==> config.mk <==
export PLATFORM = sky130hd
export DESIGN_NAME = stream_pattern_gen
export DESIGN_NICKNAME = d
export VERILOG_FILES = /design/src/rtl/stream_pattern_gen_pkg.sv /design/src/rtl/stream_pattern_gen_lane.sv /design/src/rtl/stream_pattern_gen.sv
export SDC_FILE = /design/constraint.sdc
export NUM_CORES = 1
export LEC_CHECK = 0
export ABC_AREA = 0
export CORE_MARGIN = 5
export CORE_UTILIZATION = 40
export CTS_CLUSTER_SIZE = 14
export DETAILED_ROUTE_END_ITERATION = 8
export DONT_BUFFER_PORTS = 1
export GPL_TIMING_DRIVEN = 0
export SYNTH_ARGS = -nofsm -noshare
export SYNTH_HDL_FRONTEND = slang
export SYNTH_SLANG_ARGS = --single-unit
==> constraint.sdc <==
create_clock -name clk -period 10.5 [get_ports clk]
set_input_delay 2.1 -clock clk [delete_from_list [all_inputs] [get_ports clk]]
set_output_delay 2.1 -clock clk [all_outputs]
set_load 0.01 [all_outputs]
==> src/rtl/stream_pattern_gen_pkg.sv <==
// rtl/stream_pattern_gen_pkg.sv - shared types and PRBS31 stepping for stream_pattern_gen
package stream_pattern_gen_pkg;

    typedef enum logic [1:0] {
        IDLE = 2'd0,
        RUN  = 2'd1,
        DONE = 2'd2
    } state_t;

    // x^31 + x^28 + 1 : feedback taps are bits 30 and 27 of the 31-bit state
    localparam int PRBS31_TAP_A = 30;
    localparam int PRBS31_TAP_B = 27;

    typedef struct packed {
        logic [30:0] state;
        logic [63:0] word;
    } prbs_res_t;

    // Step the LFSR nbits times; the first bit produced lands in word[nbits-1]
    function automatic prbs_res_t prbs31_advance(input logic [30:0] state, input int nbits);
        prbs_res_t r;
        logic      fb;
        r.state = state;
        r.word  = '0;
        for (int i = 0; i < 64; i++) begin
            if (i < nbits) begin
                fb      = r.state[PRBS31_TAP_A] ^ r.state[PRBS31_TAP_B];
                r.state = {r.state[29:0], fb};
                r.word  = {r.word[62:0], fb};
            end
        end
        return r;
    endfunction

endpackage

==> src/rtl/stream_pattern_gen_lane.sv <==
// rtl/stream_pattern_gen_lane.sv - one AXIS pattern lane (macro STREAM_PATTERN_GEN_COUNTER_MODE_EN adds counter mode)
module stream_pattern_gen_lane
    import stream_pattern_gen_pkg::*;
#(
    parameter int          TDATA_WIDTH = 32,
    parameter logic [31:0] SEED        = 32'h0000_0001
) (
    input  logic                   clk,
    input  logic                   areset,
    input  logic                   i_start,
    input  logic                   i_run,
    input  logic                   i_stop,
    input  logic                   i_inject,
`ifdef STREAM_PATTERN_GEN_COUNTER_MODE_EN
    input  logic                   i_mode,
`endif
    input  logic [31:0]            i_n_words,
    input  logic                   i_tready,
    output logic [TDATA_WIDTH-1:0] o_tdata,
    output logic                   o_tvalid,
    output logic [31:0]            o_count,
    output logic                   o_finished,
    output logic                   o_corrupt
);

    localparam logic [30:0] SEED31 = (SEED[30:0] == 31'd0) ? 31'd1 : SEED[30:0];

    logic [30:0]            r_lfsr;
    logic [TDATA_WIDTH-1:0] r_tdata;
    logic                   r_tvalid;
    logic [31:0]            r_count;
    logic                   r_finished;
    logic                   r_corrupt;

    logic                   w_fire;
    logic                   w_last;
    logic                   w_corrupt_next;
    logic [30:0]            w_lfsr_src;
    prbs_res_t              w_gen;
    logic [TDATA_WIDTH-1:0] w_word;

    assign w_fire     = r_tvalid & i_tready;
    assign w_lfsr_src = i_start ? SEED31 : r_lfsr;
    assign w_gen      = prbs31_advance(w_lfsr_src, TDATA_WIDTH);
    assign w_last     = ((i_n_words != 32'd0) && ((r_count + 32'd1) == i_n_words)) || i_stop;
    // A corrupted word that is handshaking now consumes the armed flag, so its successor stays clean
    assign w_corrupt_next = i_inject & ~(w_fire & r_corrupt);

`ifdef STREAM_PATTERN_GEN_COUNTER_MODE_EN
    localparam logic [TDATA_WIDTH-1:0] SEED_W = TDATA_WIDTH'(SEED);

    logic                   r_mode;
    logic [TDATA_WIDTH-1:0] r_ctr;
    logic                   w_mode;
    logic [TDATA_WIDTH-1:0] w_ctr_src;

    assign w_mode    = i_start ? i_mode : r_mode;
    assign w_ctr_src = i_start ? SEED_W : r_ctr;
    assign w_word    = w_mode ? w_ctr_src : w_gen.word[TDATA_WIDTH-1:0];

    // Counter-mode state: mode latched on start, counter advances with each loaded word
    always_ff @(posedge clk or posedge areset) begin
        if (areset) begin
            r_mode <= 1'b0;
            r_ctr  <= SEED_W;
        end else if (i_start || (i_run && w_fire && !w_last)) begin
            r_mode <= w_mode;
            r_ctr  <= w_ctr_src + 1'b1;
        end
    end
`else
    assign w_word = w_gen.word[TDATA_WIDTH-1:0];
`endif

    // Load word 0 on start, then present a fresh word after each handshake until the lane finishes
    always_ff @(posedge clk or posedge areset) begin
        if (areset) begin
            r_lfsr     <= SEED31;
            r_tdata    <= '0;
            r_tvalid   <= 1'b0;
            r_count    <= 32'd0;
            r_finished <= 1'b0;
            r_corrupt  <= 1'b0;
        end else if (i_start) begin
            r_lfsr     <= w_gen.state;
            r_tdata    <= w_word ^ TDATA_WIDTH'(w_corrupt_next);
            r_tvalid   <= 1'b1;
            r_count    <= 32'd0;
            r_finished <= 1'b0;
            r_corrupt  <= w_corrupt_next;
        end else if (i_run && w_fire) begin
            r_count <= r_count + 32'd1;
            if (w_last) begin
                r_tvalid   <= 1'b0;
                r_finished <= 1'b1;
                r_corrupt  <= 1'b0;
            end else begin
                r_lfsr    <= w_gen.state;
                r_tdata   <= w_word ^ TDATA_WIDTH'(w_corrupt_next);
                r_corrupt <= w_corrupt_next;
            end
        end
    end

    assign o_tdata    = r_tdata;
    assign o_tvalid   = r_tvalid;
    assign o_count    = r_count;
    assign o_finished = r_finished;
    assign o_corrupt  = r_corrupt;

endmodule

==> src/rtl/stream_pattern_gen.sv <==
// rtl/stream_pattern_gen.sv - dual-lane AXIS PRBS31 test-pattern source (macro STREAM_PATTERN_GEN_COUNTER_MODE_EN adds mode port)
module stream_pattern_gen
    import stream_pattern_gen_pkg::*;
#(
    parameter int          TDATA_WIDTH = 32,
    parameter logic [31:0] SEED        = 32'h0000_0001
) (
    input  logic                   clk,
    input  logic                   areset,
    input  logic                   start,
    input  logic                   stop,
    input  logic [31:0]            n_words,
`ifdef STREAM_PATTERN_GEN_COUNTER_MODE_EN
    input  logic                   mode,
`endif
    input  logic                   inject_err,
    output logic [TDATA_WIDTH-1:0] M_AXIS_0_TDATA,
    output logic                   M_AXIS_0_TVALID,
    input  logic                   M_AXIS_0_TREADY,
    output logic [TDATA_WIDTH-1:0] M_AXIS_1_TDATA,
    output logic                   M_AXIS_1_TVALID,
    input  logic                   M_AXIS_1_TREADY,
    output logic                   busy,
    output logic                   done,
    output logic [31:0]            words_sent,
    output logic [31:0]            err_injected
);

    state_t      r_state;
    state_t      w_state_next;
    logic        r_stop_pending;
    logic        r_inj_armed;
    logic [31:0] r_n_words;
    logic [31:0] r_err_cnt;

    logic        w_start;
    logic        w_run;
    logic        w_stop_eff;
    logic        w_fin0;
    logic        w_fin1;
    logic        w_corrupt1;
    logic        w_inj_clear;
    logic [31:0] w_count0;

    assign w_run       = (r_state == RUN);
    assign w_start     = start & ~w_run;
    assign w_stop_eff  = r_stop_pending | (stop & w_run);
    assign w_inj_clear = M_AXIS_1_TVALID & M_AXIS_1_TREADY & w_corrupt1;

    // State register
    always_ff @(posedge clk or posedge areset) begin
        if (areset) r_state <= IDLE;
        else        r_state <= w_state_next;
    end

    // Next-state: a run ends only once both lanes have finished
    always_comb begin
        w_state_next = r_state;
        case (r_state)
            IDLE:    if (start) w_state_next = RUN;
            RUN:     if (w_fin0 && w_fin1) w_state_next = DONE;
            DONE:    if (start) w_state_next = RUN;
            default: w_state_next = IDLE;
        endcase
    end

    // Run control: latch word budget on start, hold stop request until DONE
    always_ff @(posedge clk or posedge areset) begin
        if (areset) begin
            r_n_words      <= 32'd0;
            r_stop_pending <= 1'b0;
        end else begin
            if (w_start) r_n_words <= n_words;
            if (w_run && w_state_next == DONE) r_stop_pending <= 1'b0;
            else if (w_run && stop)            r_stop_pending <= 1'b1;
        end
    end

    // Error injection: arm on pulse, disarm and count when the corrupted lane-1 word is accepted
    always_ff @(posedge clk or posedge areset) begin
        if (areset) begin
            r_inj_armed <= 1'b0;
            r_err_cnt   <= 32'd0;
        end else begin
            r_inj_armed <= r_inj_armed ? ~w_inj_clear : inject_err;
            if (w_inj_clear) r_err_cnt <= r_err_cnt + 32'd1;
        end
    end

    stream_pattern_gen_lane #(.TDATA_WIDTH(TDATA_WIDTH), .SEED(SEED)) u_lane0 (
        .clk        (clk),
        .areset     (areset),
        .i_start    (w_start),
        .i_run      (w_run),
        .i_stop     (w_stop_eff),
        .i_inject   (1'b0),
`ifdef STREAM_PATTERN_GEN_COUNTER_MODE_EN
        .i_mode     (mode),
`endif
        .i_n_words  (r_n_words),
        .i_tready   (M_AXIS_0_TREADY),
        .o_tdata    (M_AXIS_0_TDATA),
        .o_tvalid   (M_AXIS_0_TVALID),
        .o_count    (w_count0),
        .o_finished (w_fin0),
        .o_corrupt  ()
    );

    stream_pattern_gen_lane #(.TDATA_WIDTH(TDATA_WIDTH), .SEED(SEED)) u_lane1 (
        .clk        (clk),
        .areset     (areset),
        .i_start    (w_start),
        .i_run      (w_run),
        .i_stop     (w_stop_eff),
        .i_inject   (r_inj_armed),
`ifdef STREAM_PATTERN_GEN_COUNTER_MODE_EN
        .i_mode     (mode),
`endif
        .i_n_words  (r_n_words),
        .i_tready   (M_AXIS_1_TREADY),
        .o_tdata    (M_AXIS_1_TDATA),
        .o_tvalid   (M_AXIS_1_TVALID),
        .o_count    (),
        .o_finished (w_fin1),
        .o_corrupt  (w_corrupt1)
    );

    assign busy         = (r_state == RUN);
    assign done         = (r_state == DONE);
    assign words_sent   = w_count0;
    assign err_injected = r_err_cnt;

endmodule
**After elaboration in Yosys (flattened, before gate mapping)**

Cells that the tools add are included.

- Bits in registers: 263
- Bits of input ports: 39

- Bitwise logic cells: 74
- Equal/unequal tests: 7
- Multiplexer cells: 39
- Reductions and logical operators: 21
- Add/subtract/negate cells: 3

Operators with widths:

| operator | count |
|---|---|
| two-way mux 32 bit | 10 |
| two-way mux 31 bit | 8 |
| adder 32 x 1 -> 32 bit, second input constant | 3 |
| == test 32 bit | 2 |
| XOR 1 bit | 64 |
| nonzero test 32 bit | 1 |
| XOR 32 x 1 -> 32 bit | 1 |
| two-way mux 1 bit | 18 |
| nonzero test 2 bit | 5 |
| AND reduction 2 bit | 4 |
| logical AND 1 bit | 7 |
| AND 1 bit | 6 |
| == test 2 bit, second input constant | 2 |
| two-way mux 2 bit | 2 |
| one-hot mux 2 bit (2 select lines) | 1 |
| == test 2 x 1 -> 1 bit, second input constant | 1 |
| logical NOT 2 bit | 1 |
| logical OR 1 bit | 2 |
| != test 2 x 1 -> 1 bit, second input constant | 1 |
| != test 2 bit, second input constant | 1 |
| inverter 1 bit | 2 |
| OR reduction 2 bit | 1 |
| OR 1 bit | 1 |

**Logic depth before layout (Yosys ltp)**

Gate-level depths: netlist of run 1.

- Word-level depth: 10
- Mapped depth: 13
- Mapped depth without buffers: 10

**Cells and area by module**

A second synthesis of run 1 with hierarchy kept.

- Cell total of the unflattened synthesis: 1276
- Area total of the unflattened synthesis: 12374.4 µm²

Modules (own cells, without submodules):

| module | seq. area each (µm²) | area an instance (µm²) | cells each | times used |
|---|---|---|---|---|
| stream_pattern_gen_lane | 1702.9 | 4732.0 | 525 | 2 |
| stream_pattern_gen | 1701.6 | 2910.3 | 226 | 1 |

**Worst setup path before layout of run 1**

No wires, ideal clock.

- Kind: input-to-reg
- From: input M_AXIS_1_TREADY
- To: register r_err_cnt[26], in the netlist err_injected[26]
- Data required time: 10.375 ns
- Stages on the path: 8
- Setup time: 0.125 ns
- Buffers on the path: 0
- Data arrival time: 3.522 ns
- Setup slack: 6.853 ns
- Cell sequence: and3_1 and3_1 and3_1 and3_1 nand4_1 nor2_1 nand4_1 xnor2_1

- Word-level cells in the longest chain between the ends: 2

Ends and longest elaborated chain:

| what | RTL line | text |
|---|---|---|
| from (decl) | stream_pattern_gen.sv:22 | `input logic M_AXIS_1_TREADY,` |
| AND 1 bit (2 in a row) | stream_pattern_gen.sv:48 | `assign w_inj_clear = M_AXIS_1_TVALID & M_AXIS_1_TREADY & w_corrupt1;` |
| to (signal assigned) | stream_pattern_gen.sv:86 | `if (w_inj_clear) r_err_cnt <= r_err_cnt + 32'd1;` |
| to (decl) | stream_pattern_gen.sv:34 | `logic [31:0] r_err_cnt;` |

Every way passes these cells.
A chain may end at the register's enable or synchronous reset.

**Final worst setup path of run 1**

- From: register u_lane1.r_count[0], in the netlist u_lane1.o_count[0]
- To: register u_lane1.r_tdata[0], in the netlist u_lane1.o_tdata[0]

- Word-level cells in the longest chain between the ends: 6

Ends and longest elaborated chain:

| what | RTL line | text |
|---|---|---|
| from (decl) | stream_pattern_gen_lane.sv:31 | `logic [31:0] r_count;` |
| from (signal assigned) | stream_pattern_gen_lane.sv:92 | `r_count <= r_count + 32'd1;` |
| adder 32 x 1 -> 32 bit | stream_pattern_gen_lane.sv:45 | `assign w_last = ((i_n_words != 32'd0) && ((r_count + 32'd1) == i_n_words)) \|\| i_stop;` |
| == test 32 bit | stream_pattern_gen_lane.sv:45 |  |
| logical AND 1 bit | stream_pattern_gen_lane.sv:45 |  |
| logical OR 1 bit | stream_pattern_gen_lane.sv:45 |  |
| != test 2 bit (no source line) | -- |  |
| AND reduction 2 bit (no source line) | -- |  |
| to (signal assigned) | stream_pattern_gen_lane.sv:86 | `r_tdata <= w_word ^ TDATA_WIDTH'(w_corrupt_next);` |
| to (signal assigned) | stream_pattern_gen_lane.sv:99 | `r_tdata <= w_word ^ TDATA_WIDTH'(w_corrupt_next);` |
| to (decl) | stream_pattern_gen_lane.sv:29 | `logic [TDATA_WIDTH-1:0] r_tdata;` |

Every way passes these cells.

==> flow_summary.ini, run 1 <==
[floorplanning]
pin_count = 171
die_h_um = 185
core-area_um2 = 30400
die_w_um = 185
dieArea_um2 = 34200
start_util = 0.402
row_count = 64

[setup_path]
crit_path_max_incr_delay_ns = 0.56
start_kind = flip-flop
startpoint = u_lane1.o_count[0]
worstSetupPathType = flip-flop to flip-flop
cp-end-kind = flip-flop
arrival_ns = 4.42
worstPathCellList = ha_1 -> nand3_1 -> clkbuf_1 -> nor3_1 -> and3_1 -> o311ai_1 -> or4_1 -> nor4_1 -> a21oi_1 -> clkbuf_1 -> o211ai_1 -> o221ai_1
ff2ff_setup_slack_ns = 6.45
crit_top_cell = clkbuf_1
path_max_fanout = 10
cp_data_required_time_ns = 10.87
critPathSlowestCell = nor3_1
r2r_start = u_lane1.o_count[0]

[synthesis]
syn_nets = 1406
async_flop_share = 1.00
synth_mux_area_frac = 0.00675
synth_warnings = 0
synth_top_family_by_area = simple AND/OR/NAND/NOR gates
synth_compound_area_frac = 0.176
yosys_most_used_dff = dfrtp_1
yosys.area_share.simple = 0.196
ys_types = 69
ys_ff_latch = 203
yosysSeqAreaShare = 0.415
avgSynthCellArea_um2 = 8.97
postSynthCellCount = 1364
synthesis.area_um2 = 12200
synth-edff-count = 0
synth-xor-area-share = 0.129
synth_adder_area_share = 0.00307

[layout]
nets = 1433
area_growth_pct = 10.8
final_common_cell = dfrtp_1
drive_gt1_frac = 0.123
final_cell_mix = 201 x dfrtp_1, 187 x nand2_1, 135 x xnor2_1
fill_cells = 2986
multi_input_area_um2 = 6250
regArea_um2 = 5080
final_util = 0.446

[routing]
via_per_inst = 5.70
drc = 0
first_pass_iters = 5
drtIter0Drc = 882
wl_um = 37500
wire_per_inst_um = 20.8
ant_nets = 0
vias = 10282

[grt]
grt_pass1_vias = 9930
grt_max_degree = 111
antenna_found_initial = 2
grt_pass1_wl_um = 58400
gr-total-overflow = 0
track_usage = 0.213

[sta]
slew_violations = 0
fin_hold_ws_ns = 0.477
fin_crit_ns = 4.05
fin_crit_sh = 0.386
slew_headroom = 0.445
setup_tns_ns = 0
hold_viol = 0
fin_worst_skew_ns = 0.0158
rsz0062_at_grt = false
setup_viol = 0
layout_setup_ws_ns = 6.45
fmax_mhz = 247
max_slew.worst_pin.slew_ns = 0.830

[clock_tree]
cts_root_buf = clkbuf_16
cts_num_sinks = 203
clk_pin_slew_ns = 0.06
clk-insertion-delay-late_ns = 0.52
htreeDepth = 1
cts_buffer_depth = 3
cts_buffers = 24
postCtsHoldBufs = 0
cts_resized = 0
cts_setup_buffers = 0
cts_tree = yes

[power]
leakage_nw = 5.54
power-per-cell-area_nw_per_um2 = 260
peakVddDrop_v = 0.000135
p_total_w = 0.00353

[min_path]
hold_path_class = flip-flop to flip-flop
hp-start = r_inj_armed

[outcome]
status = complete, no violations

[placed_design]
io_buffers = 0
gp_congestion = 0.942
dp_slack_ns = 6.32
hpwlAfterDp_um = 27800

[run]
drv_cap = 0
[critical path, delay by kind of cell, from the launching register on]
| kind | cells | cell delay [ns] |
|---|---|---|
| adders and majority gates | 1 | 0.31 |
| and+or+nand+nor | 5 | 1.86 |
| AOI/OAI and AO/OA | 4 | 0.64 |
| DFF | 1 | 0.47 |
| buffers and inverters | 2 | 0.60 |
[layout make-up]
type                            count  area share
Buffer                            150      0.0645
Clock buffer                       35      0.0495
Tap cell                          396      0.0365
Timing Repair Buffer                1     0.00203
Inverter                            8     0.00277
Clock inverter                      6     0.00858
Antenna cell                        1    0.000185
Multi-Input combinational cell   1003       0.461
Sequential cell                   203       0.375
[power by group]
group	total (W)	internal [W]	switching, W
Clock	0.000847	0.000515	0.000332
Sequential	0.00130	0.000976	0.000328
Combinational	0.00138	0.000603	0.000777
[logic make-up after synthesis]
logic type      count (synthesis)
buf+inv                       158
simple gates                  485
fa+ha+maj                       3
xor+xnor                      180
flops                         203
compound gates                327
mux                             8
[routing by layer]
layer | share of wire | vias to the layer above | global-route usage
met5 | 0.00029 | - | 0
met4 | 0.028 | 2 | 0.0643
met3 | 0.081 | 59 | 0.0448
met2 | 0.47 | 331 | 0.349
met1 | 0.42 | 5042 | 0.285
li1 | - | 4848 | -
[final timing paths]
check / to / depth (start not counted)
worst max-delay path: u_lane1.o_tdata[0] / 12
worst min-delay path: r_inj_armed / 1
worst max register to register: u_lane1.o_tdata[0] / 12
worst min register to register: r_inj_armed / 1
max in group asynchronous: u_lane1.o_tdata[28] / 2
min in group asynchronous: err_injected[22] / 1
[flip-flops by register name (all words and copies together) (netlist names), 2 cells and up]
name             flops
err_injected        32
r_n_words           32
u_lane0.o_count     32
u_lane0.o_tdata     32
u_lane1.o_count     32
u_lane1.o_tdata     32
r_state              2
[synth_stat cells, drive strengths merged (6+ instances only)]
library cell	count	share of area
and2	6	0.0031
xnor2	135	0.097
and4	9	0.0064
a211oi	52	0.042
o41ai	8	0.0057
inv	8	0.0025
a31oi	17	0.0087
nand4	31	0.017
nand3	51	0.021
buf	100	0.056
nand2	187	0.057
a21oi	81	0.033
nor2	73	0.023
nor3	27	0.011
dfrtp	201	0.41
mux2i	6	0.0049
o31ai	24	0.015
clkbuf	50	0.015
nor4	27	0.016
xor2	45	0.032
and3	28	0.014
or4	6	0.0037
nor2b	13	0.0066
o21a	6	0.0037
o21ai	101	0.041
or3	10	0.0055
[stage by stage]
step | cell area (um^2) | std cells
finish | 13600 | 1803
global route | 13600 | 1802
CTS | 13600 | 1802
detailed placement | 12800 | 1761
global placement | 12700 | 1760
floorplan | 12200 | 1364
(Power assumes the default switching activity.)
==> run 2: changes to the inputs <==
Settings changed: ABC_AREA 0 to 1.
Clock period 10.5 ns to 3.6 ns, I/O delays scaled along.
==> flow_summary.ini, run 2 <==
[outcome]
status = complete, no violations

[placed_design]
io_buffers = 0
hpwlAfterDp_um = 30100
gp_congestion = 0.991
dp_slack_ns = 0.295
placed_cells = 2137

[floorplanning]
dieArea_um2 = 34500
die_h_um = 186
pin_count = 171
row_count = 64
die_w_um = 186
core-area_um2 = 30600
start_util = 0.404

[layout]
finalNonFillerCells = 2184
final_common_cell = nand2_1
final_util = 0.453
final_cell_mix = 625 x nand2_1, 207 x nand3_1, 201 x dfrtp_1
fill_cells = 3141
area_growth_pct = 12.2
multi_input_area_um2 = 6030
regArea_um2 = 5080
nets = 1810
drive_gt1_frac = 0.0828

[setup_path]
cp_data_required_time_ns = 4.02
crit_top_cell = nand2_1
cp_top_family = simple AND/OR/NAND/NOR gates
rr_worst_depth = 18
cp-end-kind = flip-flop
r2r_start = u_lane1.o_count[0]
critPathSlowestCell = dfrtp_1
reg2reg_to = u_lane1.o_tdata[20]
arrival_ns = 3.78
worstSetupPathType = flip-flop to flip-flop
crit_path_max_incr_delay_ns = 0.47
worstPathCellList = ha_1 -> nand2_1 -> nor2_2 -> nand2_1 -> nor2_2 -> nand2_1 -> nand3b_1 -> nand2_1 -> nor2_1 -> nand3_1 -> nor2_1 -> nand3_1 -> nand3_2 -> nand2_2 -> buf_6 -> buf_6 -> nand2_1 -> nand2_1
path_max_fanout = 10
ff2ff_setup_slack_ns = 0.24
worst-path-buf-inv = 2
start_kind = flip-flop

[synthesis]
yosys_most_used_dff = dfrtp_1
synth_top_area_share = 0.407
syn_nets = 1778
yosysSeqAreaShare = 0.411
synth_warnings = 0
synthesis.area_um2 = 12400
ys_types = 37
ys_ff_latch = 203
postSynthCellCount = 1736
yosysMostFrequentCell = nand2_1
async_flop_share = 1.00
ys_top_cells_by_count = 625 x nand2_1, 207 x nand3_1, 201 x dfrtp_1
yosysTopAreaCell = dfrtp_1
synthTopCellsByArea = dfrtp_1 41%, nand2_1 19%, nand3_1 8.4%, xor2_1 5.2%, inv_1 4.7%
synth-edff-count = 0
avgSynthCellArea_um2 = 7.12

[power]
p_comb_frac = 0.367
p_sw_frac = 0.409
power-per-cell-area_nw_per_um2 = 720
power_switching_w = 0.00408
clockPowerShare = 0.278
leakage_nw = 6.67
internal_power_w = 0.00590
p_total_w = 0.00998
peakVddDrop_v = 0.000418
seq_power_share = 0.355

[clock_tree]
cts_buffers = 25
clk-insertion-delay-late_ns = 0.54
htreeDepth = 1
postCtsHoldBufs = 0
cts_setup_buffers = 0
clk_pin_slew_ns = 0.06
cts_resized = 0
cts_root_buf = clkbuf_16
cts_buffer_depth = 3
cts_num_sinks = 203
cts_tree = yes

[grt]
antenna_found_initial = 1
grt_max_degree = 39
grt_pass1_vias = 11010
track_usage = 0.221
grt_pass1_wl_um = 60500
gr-total-overflow = 0

[routing]
ant_nets = 0
drtIter0Drc = 698
first_pass_iters = 5
wl_um = 38700
vias = 11321
drc = 0
via_per_inst = 5.18
wire_per_inst_um = 17.7

[run]
drv_cap = 0

[sta]
layout_setup_ws_ns = 0.244
max_slew.worst_pin.slew_ns = 0.872
fmax_mhz = 298
setup_viol = 0
fin_worst_skew_ns = 0.00888
slew_violations = 0
fin_crit_sh = 0.932
hold_viol = 0
slew_headroom = 0.419
fin_crit_ns = 3.36
rsz0062_at_grt = false

[min_path]
hold_path_class = input port to async pin
run 2: cell count changes after synthesis, moves of 37 or more:
cell     before  now
inv_1         8  155
nand2_1     187  625
o21ai_0     100   63
o22ai_1       1   45
xnor2_1     135   24
nor2_1       72  151
a21oi_1      81   13
nand3_1      50  207
run 2: cells by family after synthesis:
logic type | after synthesis | synth area share
AO/OA/AOI/OAI | 127 | 0.0569
adder cells (fa/ha/maj) | 3 | 0.00304
XOR/XNOR | 101 | 0.0761
AND/OR/NAND/NOR | 1040 | 0.352
buffers and inverters | 262 | 0.101
flip-flops | 203 | 0.411
run 2: worst reg2reg max path, delay by kind of cell (launching register included):
family                   cells  cell delay, ns
flip-flops                   1            0.47
AND/OR/NAND/NOR             15            2.26
adder cells (fa/ha/maj)      1            0.22
buffers and inverters        2            0.29
run 2: worst max-delay path by stage:
stage	depth (start not counted)	slack, ns	end	start
3_5_place_dp	18	0.29	u_lane1.o_tdata[20]	u_lane1.o_count[0]
3_3_place_gp	1	-1.17	u_lane1.o_count[0]	areset
4_1_cts	18	0.28	u_lane1.o_tdata[20]	u_lane1.o_count[0]
5_1_grt	19	0.05	u_lane0.o_tdata[6]	u_lane0.o_count[0]
2_1_floorplan	1	0.25	err_injected[0]	areset
6_report	18	0.24	u_lane1.o_tdata[20]	u_lane1.o_count[0]
run 2: per-layer routing:
layer  wire, um  global-route usage  vias up  share of wire
met1      16900               0.310     5282           0.44
met3       3630              0.0584       83          0.094
li1           -                   -     5541              -
met2      16600               0.333      415           0.43
met5          0                   0        -              0
met4       1550              0.0734        0          0.040
run 2: stage by stage:
stage,instance area [um^2],hold WS [ns],setup TNS [ns]
2_1_floorplan,12400,0.425,0
3_3_place_gp,12900,0.440,-231.60
3_5_place_dp,13000,0.450,0
4_1_cts,13900,0.196,0
5_1_grt,13900,0.226,0
6_report,13900,0.175,0
run 2: power groups by stage:
stage               registers, W  logic (W)  clock network, W
floorplan                0.00331    0.00280                 0
global placement         0.00358    0.00363                 0
detailed placement       0.00359    0.00368                 0
CTS                      0.00355    0.00370           0.00282
global route             0.00363    0.00413           0.00292
finish                   0.00354    0.00366           0.00277
run 2: cell type report:
type | count | area share
Multi-Input combinational cell | 1271 | 0.435
Timing Repair Buffer | 5 | 0.00722
Clock inverter | 9 | 0.0117
Sequential cell | 203 | 0.366
Buffer | 103 | 0.0473
Antenna cell | 1 | 0.000180
Tap cell | 396 | 0.0357
Inverter | 159 | 0.0433
Clock buffer | 37 | 0.0534
==> run 3: changes to the inputs <==
Settings changed: ABC_AREA 1 to 0, CORE_MARGIN 5 to 2, SYNTH_HIERARCHICAL set to 1.
==> flow_summary.ini, run 3 <==
[grt]
grt_max_degree = 69
antenna_found_initial = 3
gr-total-overflow = 0
grt_pass1_vias = 9400
grt_pass1_wl_um = 53400
track_usage = 0.200

[setup_path]
cp-end-kind = flip-flop
arrival_ns = 3.87
start_kind = flip-flop
cp_data_required_time_ns = 3.98
worstSetupPathType = flip-flop to flip-flop
path_max_fanout = 10

[sta]
fin_crit_ns = 3.49
fin_crit_sh = 0.970
fin_worst_skew_ns = 0.0205
max_slew.worst_pin.slew_ns = 0.895
setup_tns_ns = 0
slew_violations = 0
layout_setup_ws_ns = 0.108
slew_headroom = 0.403
hold_viol = 0
fin_hold_ws_ns = 0.123
setup_viol = 0
fmax_mhz = 286

[routing]
ant_nets = 0
drtIter0Drc = 656
wire_per_inst_um = 19.3
via_per_inst = 5.52
wl_um = 33600
first_pass_iters = 5
vias = 9581
drc = 0

[synthesis]
yosysMostFrequentCell = dfrtp_1
yosysSeqAreaShare = 0.413
yosys_most_used_dff = dfrtp_1
ys_ff_latch = 204
synthTopCellsByArea = dfrtp_1 41%, xor2_1 9.4%, xnor2_1 6.9%, mux2i_1 4.9%, buf_4 4.1%
synth-edff-count = 0
synth_top_area_share = 0.408
synth_warnings = 6
ys_top_cells_by_count = 202 x dfrtp_1, 133 x nor2_1, 133 x xor2_1
avgSynthCellArea_um2 = 9.70
yosysTopAreaCell = dfrtp_1
async_flop_share = 1.00
postSynthCellCount = 1276
synthesis.area_um2 = 12400
ys_types = 60

[clock_tree]
clk_pin_slew_ns = 0.06
clk-insertion-delay-late_ns = 0.53
cts_num_sinks = 204
cts_buffers = 25
postCtsHoldBufs = 0
cts_tree = yes
htreeDepth = 1
cts_buffer_depth = 3
cts_root_buf = clkbuf_16

[layout]
final_common_cell = dfrtp_1
nets = 1361
multi_input_area_um2 = 6550
final_cell_mix = 189 x dfrtp_1, 133 x xor2_1, 133 x nor2_1
fill_cells = 2920
final_util = 0.461
drive_gt1_frac = 0.187
area_growth_pct = 13.6
regArea_um2 = 5120

[outcome]
status = complete, no violations

[floorplanning]
die_h_um = 180
start_util = 0.406
row_count = 64
core-area_um2 = 30500
die_w_um = 180
dieArea_um2 = 32400
pin_count = 171

[power]
leakage_nw = 6.66
power-per-cell-area_nw_per_um2 = 586
p_total_w = 0.00823
peakVddDrop_v = 0.000498

[run]
drv_cap = 0

[placed_design]
io_buffers = 0
gp_congestion = 0.933
hpwlAfterDp_um = 23900
dp_slack_ns = -0.524

[min_path]
hold_path_class = input port to async pin
run 3: changes by cell type after synthesis, moves of 45 or more:
cell     previous run  this run
inv_1             155        20
nand3_1           207        61
mux2i_1             0        60
xnor2_1            24        98
nand2_1           625        52
xor2_1             73       133
o22ai_1            45         0
run 3: power by group:
group	total [W]	leakage, nW	internal, W	switching [W]
clock	0.00252	0.398	0.00154	0.000982
combinational	0.00226	3.58	0.00107	0.00120
sequential	0.00345	2.68	0.00266	0.000787
total	0.00823	6.66	0.00527	0.00297
run 3: worst paths after layout:
check / startpoint / endpoint / slack [ns] / cells past startpoint
max: u_lane1/o_count[9] / u_lane1/r_lfsr[8] / 0.11 / 11
min: areset / u_lane1/r_lfsr[26] / 0.12 / 2
max reg2reg: u_lane1/o_count[9] / u_lane1/r_lfsr[8] / 0.11 / 11
min reg2reg: r_state[0] / r_state[0] / 0.48 / 1
max in group asynchronous: areset / u_lane0/o_count[4] / 2.72 / 1
min in group clk: n_words[2] / r_n_words[2] / 0.34 / 1
run 3: logic make-up (layout without fill, tap and decap cells):
group           count (synthesis)  after routing  share of synthesized area
flops                         204            204                      0.413
compound gates                126            126                     0.0643
buf+inv                       146            205                     0.0722
other cells                     1              5                   0.000303
xor+xnor                      231            231                      0.163
mux                            95             95                     0.0804
simple gates                  470            470                      0.204
fa+ha+maj                       3              3                    0.00303
run 3: cell type report:
type | instances | share of cell area
Timing Repair Buffer | 20 | 0.0121
Multi-Input combinational cell | 927 | 0.466
Sequential cell | 204 | 0.365
Clock buffer | 36 | 0.0517
Buffer | 121 | 0.0572
Clock inverter | 8 | 0.00694
Antenna cell | 3 | 0.000534
Inverter | 20 | 0.00588
Tap cell | 396 | 0.0353
run 3: stage by stage:
stage / instances / area, um^2
finish: 1735 / 14100
global route: 1734 / 14100
CTS: 1718 / 13800
detailed placement: 1674 / 12900
global placement: 1673 / 12900
floorplan: 1277 / 12400
run 3: what timing repair did:
action | CTS | global route
resized for setup | 24 | 25
pin swaps | 5 | 11
setup buffers | 3 | 16
endpoints found under the setup margin | 70 | 67
gates cloned | 0 | 0
run 3: metal layers:
layer  GRT usage  vias up  share of wire
li1            -     4489              -
met1       0.290     4736           0.46
met5           0        -              0
met2       0.309      309           0.44
met4      0.0478        0          0.018
met3      0.0401       47          0.075
run 3: worst max-delay path, cell delays in order, from the launching register on:
cell and delay, ns:
dfrtp_1 0.52, nand3_1 0.31, nor4_1 0.61, nand3_1 0.20, xnor2_1 0.20, a2111oi_4 0.41
nand4_1 0.24, o211ai_2 0.24, buf_6 0.19, buf_8 0.17, mux2i_1 0.21, nor2_1 0.05
